<file path="config.mk">
export PLATFORM = sky130hd
export DESIGN_NAME = reg_bank_bist_flat
export DESIGN_NICKNAME = d
export VERILOG_FILES = /design/src/rtl/reg_bank_pkg.sv /design/src/rtl/reg_bank_bist_if.sv /design/src/rtl/reg_bank_bist.sv /design/src/flat_wrapper.sv
export SDC_FILE = /design/constraint.sdc
export NUM_CORES = 1
export LEC_CHECK = 0
export ABC_AREA = 1
export ABC_CLOCK_PERIOD_IN_PS = 4700
export CORE_MARGIN = 8
export CORE_UTILIZATION = 50
export DETAILED_ROUTE_END_ITERATION = 6
export PLACE_DENSITY = 0.88
export RECOVER_POWER = 100
export SKIP_LAST_GASP = 1
export SYNTH_ARGS = -nofsm -noshare
export SYNTH_HDL_FRONTEND = slang
export SYNTH_SLANG_ARGS = --single-unit
</file>
<file path="constraint.sdc">
create_clock -name clk -period 4.7 [get_ports clk]
set_clock_uncertainty 0.15 [all_clocks]
set_input_delay 0.94 -clock clk [delete_from_list [all_inputs] [get_ports clk]]
set_output_delay 0.94 -clock clk [all_outputs]
set_load 0.03 [all_outputs]
</file>
<file path="src/rtl/reg_bank_pkg.sv">
// -----------------------------------------------------------------------------
// reg_bank_pkg
// Shared definitions for the register-bank self-test controller and its bench.
//   DATA_W / ADDR_W / NUM_REGS : bank geometry (32 registers x 32 bits)
//   SEED                       : default pattern seed
//   state_t                    : BIST controller FSM encoding
//   pat(a, ph, seed)           : test pattern, P0 for ph=0 and its complement P1
// -----------------------------------------------------------------------------
package reg_bank_pkg;

    localparam int          DATA_W   = 32;
    localparam int          ADDR_W   = 5;
    localparam int          NUM_REGS = 32;
    localparam logic [31:0] SEED     = 32'hA5A5_0000;

    typedef enum logic [1:0] {
        ST_IDLE  = 2'd0,
        ST_WRITE = 2'd1,
        ST_READ  = 2'd2,
        ST_DONE  = 2'd3
    } state_t;

    // Multiplying by 0x01010101 replicates the address byte into every byte
    // lane, so neighbouring registers differ in all four lanes.
    function automatic logic [DATA_W-1:0] pat(input logic [DATA_W-1:0] a,
                                              input logic              ph,
                                              input logic [DATA_W-1:0] seed);
        logic [DATA_W-1:0] p0;
        p0 = seed ^ (a * 32'h0101_0101);
        return ph ? ~p0 : p0;
    endfunction

endpackage

</file>
<file path="src/rtl/reg_bank_bist_if.sv">
// -----------------------------------------------------------------------------
// reg_bank_bist_if
// Bus between the self-test controller (master) and the register bank (slave).
//   en          : write enable
//   write_reg   : write address
//   write_data  : write data
//   read_reg    : read address
//   read_data   : read data, combinational from read_reg
// -----------------------------------------------------------------------------
interface reg_bank_bist_if #(
    parameter int DATA_W = 32,
    parameter int ADDR_W = 5
) ();

    logic              en;
    logic [ADDR_W-1:0] write_reg;
    logic [DATA_W-1:0] write_data;
    logic [ADDR_W-1:0] read_reg;
    logic [DATA_W-1:0] read_data;

    modport master (
        output en,
        output write_reg,
        output write_data,
        output read_reg,
        input  read_data
    );

    modport slave (
        input  en,
        input  write_reg,
        input  write_data,
        input  read_reg,
        output read_data
    );

endinterface

</file>
<file path="src/rtl/reg_bank_bist.sv">
// -----------------------------------------------------------------------------
// reg_bank_bist
// Self-test controller for the 32x32 register bank. Writes a pattern into every
// register, reads it back, then repeats with the complemented pattern. Stops at
// the first mismatch and reports the failing register and the data read.
//
// Ports
//   clk        : clock, rising edge
//   rst        : synchronous reset, active-high
//   start      : begin a test (only looked at while idle)
//   busy       : test in progress
//   done       : one-cycle pulse at the end of a test
//   pass       : result of the last test, held until the next start
//   fail_addr  : first mismatching register (0 if none)
//   fail_data  : read_data captured at the first mismatch
//   bank       : reg_bank_bist_if master (en/write_reg/write_data/read_reg/read_data)
//
// Build option
//   BIST_SKIP_R0_EN : register 0 is hardwired zero; its expected value is 0 in
//                     both phases (the writes to it are still issued).
// -----------------------------------------------------------------------------
module reg_bank_bist #(
    parameter int          DATA_W   = reg_bank_pkg::DATA_W,
    parameter int          ADDR_W   = reg_bank_pkg::ADDR_W,
    parameter int          NUM_REGS = reg_bank_pkg::NUM_REGS,
    parameter logic [31:0] SEED     = reg_bank_pkg::SEED
) (
    input  logic                clk,
    input  logic                rst,
    input  logic                start,
    output logic                busy,
    output logic                done,
    output logic                pass,
    output logic [ADDR_W-1:0]   fail_addr,
    output logic [DATA_W-1:0]   fail_data,
    reg_bank_bist_if.master     bank
);

    import reg_bank_pkg::*;

    // One extra counter bit so NUM_REGS = 2**ADDR_W reaches its terminal
    // compare without wrapping.
    localparam logic [ADDR_W:0] LAST = (ADDR_W+1)'(NUM_REGS - 1);

    state_t            state;
    logic              ph;
    logic [ADDR_W:0]   addr;
    logic [ADDR_W:0]   addr_nxt;
    logic              wr_en;
    logic [ADDR_W-1:0] wr_reg;
    logic [DATA_W-1:0] wr_data;
    logic [ADDR_W-1:0] rd_reg;
    logic              mismatch;

    function automatic logic [DATA_W-1:0] expect_val(input logic [ADDR_W-1:0] a,
                                                     input logic              p);
`ifdef BIST_SKIP_R0_EN
        if (a == '0) begin
            return '0;
        end
`endif
        return pat(DATA_W'(a), p, SEED);
    endfunction

    assign addr_nxt = addr + 1'b1;
    assign mismatch = (bank.read_data != expect_val(rd_reg, ph));

    assign bank.en         = wr_en;
    assign bank.write_reg  = wr_reg;
    assign bank.write_data = wr_data;
    assign bank.read_reg   = rd_reg;

    always_ff @(posedge clk) begin
        if (rst) begin
            state     <= ST_IDLE;
            ph        <= 1'b0;
            addr      <= '0;
            busy      <= 1'b0;
            done      <= 1'b0;
            pass      <= 1'b0;
            fail_addr <= '0;
            fail_data <= '0;
            wr_en     <= 1'b0;
            wr_reg    <= '0;
            wr_data   <= '0;
            rd_reg    <= '0;
        end else begin
            case (state)
                ST_IDLE: begin
                    done <= 1'b0;
                    if (start) begin
                        state     <= ST_WRITE;
                        ph        <= 1'b0;
                        addr      <= '0;
                        busy      <= 1'b1;
                        pass      <= 1'b0;
                        fail_addr <= '0;
                        fail_data <= '0;
                        wr_en     <= 1'b1;
                        wr_reg    <= '0;
                        wr_data   <= pat('0, 1'b0, SEED);
                    end
                end

                // addr is the register currently presented on the write port.
                ST_WRITE: begin
                    if (addr == LAST) begin
                        state  <= ST_READ;
                        wr_en  <= 1'b0;
                        addr   <= '0;
                        rd_reg <= '0;
                    end else begin
                        addr    <= addr_nxt;
                        wr_reg  <= ADDR_W'(addr_nxt);
                        wr_data <= pat(DATA_W'(addr_nxt), ph, SEED);
                    end
                end

                // read_reg has been stable for the whole cycle, so read_data
                // is settled at this edge.
                ST_READ: begin
                    if (mismatch) begin
                        state     <= ST_DONE;
                        fail_addr <= rd_reg;
                        fail_data <= bank.read_data;
                        pass      <= 1'b0;
                        busy      <= 1'b0;
                        done      <= 1'b1;
                    end else if (addr == LAST) begin
                        if (!ph) begin
                            state   <= ST_WRITE;
                            ph      <= 1'b1;
                            addr    <= '0;
                            wr_en   <= 1'b1;
                            wr_reg  <= '0;
                            wr_data <= pat('0, 1'b1, SEED);
                        end else begin
                            state <= ST_DONE;
                            pass  <= 1'b1;
                            busy  <= 1'b0;
                            done  <= 1'b1;
                        end
                    end else begin
                        addr   <= addr_nxt;
                        rd_reg <= ADDR_W'(addr_nxt);
                    end
                end

                ST_DONE: begin
                    done  <= 1'b0;
                    state <= ST_IDLE;
                end

                default: begin
                    state <= ST_IDLE;
                    busy  <= 1'b0;
                    done  <= 1'b0;
                    wr_en <= 1'b0;
                end
            endcase
        end
    end

endmodule

</file>
<file path="src/flat_wrapper.sv">
// flat-port wrapper written by rule: the top's interface ports become plain ports
module reg_bank_bist_flat import reg_bank_pkg::*;
#(
    parameter int          DATA_W   = reg_bank_pkg::DATA_W,
    parameter int          ADDR_W   = reg_bank_pkg::ADDR_W,
    parameter int          NUM_REGS = reg_bank_pkg::NUM_REGS,
    parameter logic [31:0] SEED     = reg_bank_pkg::SEED
)
  (clk, rst, start, busy, done, pass, fail_addr, fail_data, bank_en, bank_write_reg, bank_write_data, bank_read_reg, bank_read_data);
  reg_bank_bist_if #(.DATA_W(DATA_W), .ADDR_W(ADDR_W)) bank_i ();
  input  logic clk;
  input  logic rst;
  input  logic start;
  output logic busy;
  output logic done;
  output logic pass;
  output logic [ADDR_W-1:0] fail_addr;
  output logic [DATA_W-1:0] fail_data;
  output wire logic [$bits(bank_i.en)-1:0] bank_en;
  output wire logic [$bits(bank_i.write_reg)-1:0] bank_write_reg;
  output wire logic [$bits(bank_i.write_data)-1:0] bank_write_data;
  output wire logic [$bits(bank_i.read_reg)-1:0] bank_read_reg;
  input wire logic [$bits(bank_i.read_data)-1:0] bank_read_data;
  assign bank_en = bank_i.en;
  assign bank_write_reg = bank_i.write_reg;
  assign bank_write_data = bank_i.write_data;
  assign bank_read_reg = bank_i.read_reg;
  assign bank_i.read_data = bank_read_data;
  reg_bank_bist #(.DATA_W(DATA_W), .ADDR_W(ADDR_W), .NUM_REGS(NUM_REGS), .SEED(SEED)) u_core (.clk(clk), .rst(rst), .start(start), .busy(busy), .done(done), .pass(pass), .fail_addr(fail_addr), .fail_data(fail_data), .bank(bank_i));
endmodule
</file>
# --- Word-level counts from Yosys, hierarchy flattened ---
# Cells that the tools add are included.
totals:
  register_bits: 92
  out_inout_bits: 83
op_classes:
  mux: 54
  addsub: 1
  n_mul: 2
  n_eq_ne: 16
  reduce_logical: 15
  n_bitwise: 4
op_table:
  columns: ["operator", "count"]
  rows:
  - ["$mux W32", 9]
  - ["$pmux W32 S3", 1]
  - ["$not A32 Y32", 2]
  - ["$pmux W32 S2", 1]
  - ["$mux W5", 8]
  - ["$ne A32 B32 Y1", 1]
  - ["$mul A6 B25 Y31 const B", 1]
  - ["$mul A5 B25 Y30 const B", 1]
  - ["$mux W6", 5]
  - ["$pmux W5 S2", 2]
  - ["$pmux W6 S3", 1]
  - ["$not A7 Y8", 2]
  - ["$reduce_and A4 Y1", 4]
  - ["$mux W1", 15]
  - ["$pmux W5 S3", 1]
  - ["$reduce_and A6 Y1", 2]
  - ["$mux W2", 5]
  - ["$ne A2 B2 Y1 const B", 5]
  - ["$reduce_and A3 Y1", 3]
  - ["$pmux W1 S2", 4]
  - ["$pmux W2 S4", 1]
  - ["$add A6 B1 Y6 const B", 1]
  - ["$eq A6 B5 Y1 const B", 1]
  - ["$ne A2 B1 Y1 const B", 3]
  - ["other kinds (9)", 13]

# --- Longest topological paths before layout ---
depth:
  depth_word: 7
  depth_mapped: 16
  mapped_depth_nobuf: 15

# --- Least setup slack after synthesis ---
# No wires, ideal clock.
synth_path:
  path_type: "input-to-reg"
  startpoint: "input bank_read_data[25]"
  endpoint: "register u_core.wr_reg[0], in the netlist u_core.bank.write_reg[0]"
  setup_ns: 0.114
  arrival_time_ns: 2.083
  cell_stages: 13
  required_time_ns: 4.436
  n_path_buf: 1
  slack_ns: 2.353
  cell_sequence: "nor2_1 nand2_1 nand2_1 nand2_1 nor2_1 nand2_1 nor2_1 nand3_2 nand2_4 nand3_2 buf_2 a21oi_1 nor2_1"
synth_between:
  elab_chain_cells: 3
synth_lines:
  columns: ["element", "line_no", "rtl"]
  rows:
  - ["start, declared", "flat_wrapper.sv:23", "input wire logic [$bits(bank_i.read_data)-1:0] bank_read_data;"]
  - ["$ne A32 B32 Y1", "reg_bank_bist.sv:66", "assign mismatch = (bank.read_data != expect_val(rd_reg, ph));"]
  - ["$ne A2 B2 Y1 (no source line)", null, null]
  - ["$reduce_and A6 Y1 (no source line)", null, null]
  - ["end signal, assigned", "reg_bank_bist.sv:114", "wr_reg <= ADDR_W'(addr_nxt);"]
  - ["end, declared", "reg_bank_bist.sv:50", "logic [ADDR_W-1:0] wr_reg;"]
# Every way passes these cells.
# A chain may end at the register's enable or synchronous reset.

# --- Worst setup path after layout ---
layout_path:
  startpoint: "register u_core.ph"
  endpoint: "register u_core.fail_data[9]"
layout_between:
  elab_chain_cells: 4
layout_lines:
  columns: ["element", "line_no", "rtl"]
  rows:
  - ["start, declared", "reg_bank_bist.sv:46", "logic ph;"]
  - ["start signal, assigned", "reg_bank_bist.sv:76", "ph <= 1'b0;"]
  - ["start signal, assigned", "reg_bank_bist.sv:93", "ph <= 1'b0;"]
  - ["start signal, assigned", "reg_bank_bist.sv:132", "ph <= 1'b1;"]
  - ["$mux W32", "reg_bank_pkg.sv:30", "return ph ? ~p0 : p0;"]
  - ["$ne A32 B32 Y1", "reg_bank_bist.sv:66", null]
  - ["$ne A2 B1 Y1 (no source line)", null, null]
  - ["$reduce_and A3 Y1 (no source line)", null, null]
  - ["end signal, assigned", "reg_bank_bist.sv:125", "fail_data <= bank.read_data;"]
  - ["end, declared", "reg_bank_bist.sv:35", "output logic [DATA_W-1:0] fail_data,"]
# Every way passes these cells.

==> impl_metrics.csv <==
group,metric,value,unit
cts,cts_hold_buf,0,
sta,min_period_over_period,0.815,
die,dieHeight,104,µm
global_route,grt_use_total,0.209,
run_status,status,"finished clean",
setup_path,path_buf_inv,2,
cts,clk_latency,0.35,ns
power_and_ir_drop,pwr_density_cell,552,nW/µm²
global_route,grt_pass1_wl,18.8,mm
synthesis,synthDistinctLibCells,30,
placement,globalplace.congestion,0.929,
power_and_ir_drop,peakVddDrop,0.391,mV
final_layout,regMostFlops,"u_core.fail_data",
synthesis,syn_area_per_cell,6.49,µm²
cts,clock_path_buffers,2,
cts,cts_sinks,71,
power_and_ir_drop,leakage,2.34,nW
routing,via_per_inst,5.22,
sta,setup_ws,0.871,ns
routing,drcViolationCount,0,
final_layout,regArea,1420,µm²
die,die_x,104,µm
cts,numCtsBuffers,9,
sta,tightestPinTransition,0.851,ns
setup_path,worstSetupEndpointType,"flip-flop",
placement,dpl.hpwl,8.31,mm
setup_path,path_common_cell,"nand2_1",
final_layout,fin_nets,716,
placement,dp_slack,1.28,ns
routing,postRouteAntennaNets,0,
global_route,grt_pass1_vias,3995,
setup_path,startpoint_type,"flip-flop",
sta,hold_viol,0,
sta,finalCriticalPeriod,3.83,ns
synthesis,synth_cells,592,
cts,post_cts_buffers,0,
die,core,7570,µm²
cts,cts_root_buf,"clkbuf_8",
cts,clk_pin_slew,0.08,ns
die,rows,32,
cts,cts_resized,0,
die,dieArea,10700,µm²
setup_path,crit_family,"simple AND/OR/NAND/NOR gates",
routing,drt_first_pass_iters,5,
synthesis,netlist_area,3840,µm²
die,num_io_pins,118,
placement,port_buffers,117,
final_layout,drive_gt1_frac,0.0470,
setup_path,slowest_stage,"dfxtp_1",
global_route,antenna_found_initial,0,
synthesis,yosys_warnings,0,
cts,cts_tree,"yes",
setup_path,crit_chain,"inv_1, nand2_1, nand2_1, nand2_1, nand2_1, nor2_1, nand2_1, nor2_1, nand3_1, o21ai_0, clkbuf_2, nand2_1, a21oi_1",
sta,setup_viol,0,
cts,h-tree-depth,3,
routing,wl_per_cell,14.5,µm
sta,slew_headroom,0.432,
global_route,grt_max_degree,55,
routing,num_vias,4086,
setup_path,crit_required,4.82,ns
final_layout,final_common_cell,"nand2_1",
sta,finalMaxSlewViolations,0,
die,initial_core_util,0.508,
job,maxCapViolCount,0,
synthesis,synth-seq-area-share,0.370,
setup_path,arrival,3.95,ns
routing,drt_iter0_markers,291,
final_layout,layout_common_cells,"nand2_1 (203), dlygate4sd3_1 (83), a21oi_1 (76), dfxtp_1 (71), inv_1 (58)",
routing,routed_wl,11.3,mm
final_layout,n_fill_cell,662,
final_layout,multi_input_area,1870,µm²
synthesis,synthesis.nets,632,
min_path,min_path_type,"reg -> reg",
setup_path,cp_slowest_stage_delay,0.88,ns
setup_path,worstSetupPathType,"reg -> reg",
final_layout,area_delta_synth_final,32.3,%
final_layout,n_antenna_cell,0,
global_route,grt_overflow,0,
sta,fmax,261,MHz
sta,rsz0062_at_grt,"no",
synthesis,synth-seq-cells,71,
final_layout,largest_reg_flops,32,
sta,tns,0,ns
setup_path,crit_path_max_fanout,38,
[metal layers]
| layer | global-route usage | routed length, µm |
|---|---|---|
| met1 | 0.235 | 4690 |
| met2 | 0.379 | 5780 |
| met3 | 0.0539 | 730 |
| met4 | 0.0579 | 133 |
| met5 | 0 | 0 |
[cells in the mapped netlist, drive strengths merged]
cell	n	area share
nand3	34	0.048
dfxtp	71	0.37
xor2	2	0.0046
buf	36	0.068
nor2	52	0.055
clkinv	1	0.00098
o21ai	10	0.014
xnor2	1	0.0023
inv	63	0.062
nor3	1	0.0013
or2	2	0.0033
nand3b	3	0.0059
ha	5	0.016
nand2	206	0.21
clkbuf	10	0.0098
a211oi	1	0.0052
a21oi	76	0.099
nand4	18	0.029
[cell families (layout without fill, tap and decap cells)]
kind of cell,count (synthesis),count (layout),share of synthesized area
adder cells (fa/ha/maj),5,5,0.0163
buffers and inverters,110,199,0.140
XOR/XNOR,3,3,0.00684
AO/OA/AOI/OAI,87,87,0.118
flip-flops,71,71,0.370
AND/OR/NAND/NOR,316,316,0.349
[power breakdown]
| group | internal (W) | switching [W] | total [W] | leakage (nW) |
|---|---|---|---|---|
| combinational | 0.000444 | 0.000956 | 0.00140 | 1.65 |
| sequential | 0.000726 | 0.0000795 | 0.000805 | 0.578 |
| clock | 0.000367 | 0.000235 | 0.000603 | 0.116 |
| total | 0.00154 | 0.00127 | 0.00281 | 2.34 |
[worst min-delay path, delay by kind of cell, from the launching register on]
| family | cells | cell delay, ns |
|---|---|---|
| DFF | 1 | 0.31 |
| buffers and inverters | 1 | 0.05 |
| AOI/OAI and AO/OA | 1 | 0.05 |
[cell type report]
class / count / share of cell area
sequential: 71 / 0.280
tap: 102 / 0.0251
inverter: 64 / 0.0473
clock buffer: 11 / 0.0278
multi-input combinational: 411 / 0.368
clock inverter: 5 / 0.0207
timing repair buffer: 119 / 0.232
[metrics by stage]
stage / utilization / total power, W / cell area (µm²) / hold WS, ns / cells
floorplan: - / 0.00188 / 3840 / 0.330 / 592
global placement: 0.641 / 0.00223 / 4850 / 0.290 / 767
detailed placement: 0.641 / 0.00227 / 4850 / 0.294 / 767
CTS: 0.674 / 0.00287 / 5100 / 0.305 / 783
global route: 0.672 / 0.00300 / 5080 / 0.314 / 783
finish: 0.672 / 0.00281 / 5080 / 0.301 / 783
[worst paths after layout]
path,slack (ns),startpoint,end,cells after the start
worst max-delay path,0.87,u_core.ph,u_core.fail_data[9],13
worst min-delay path,0.30,u_core.pass,u_core.pass,2
worst max register to register,0.87,u_core.ph,u_core.fail_data[9],13
worst min register to register,0.30,u_core.pass,u_core.pass,2
Note: power is estimated with default switching activity, not from simulation.
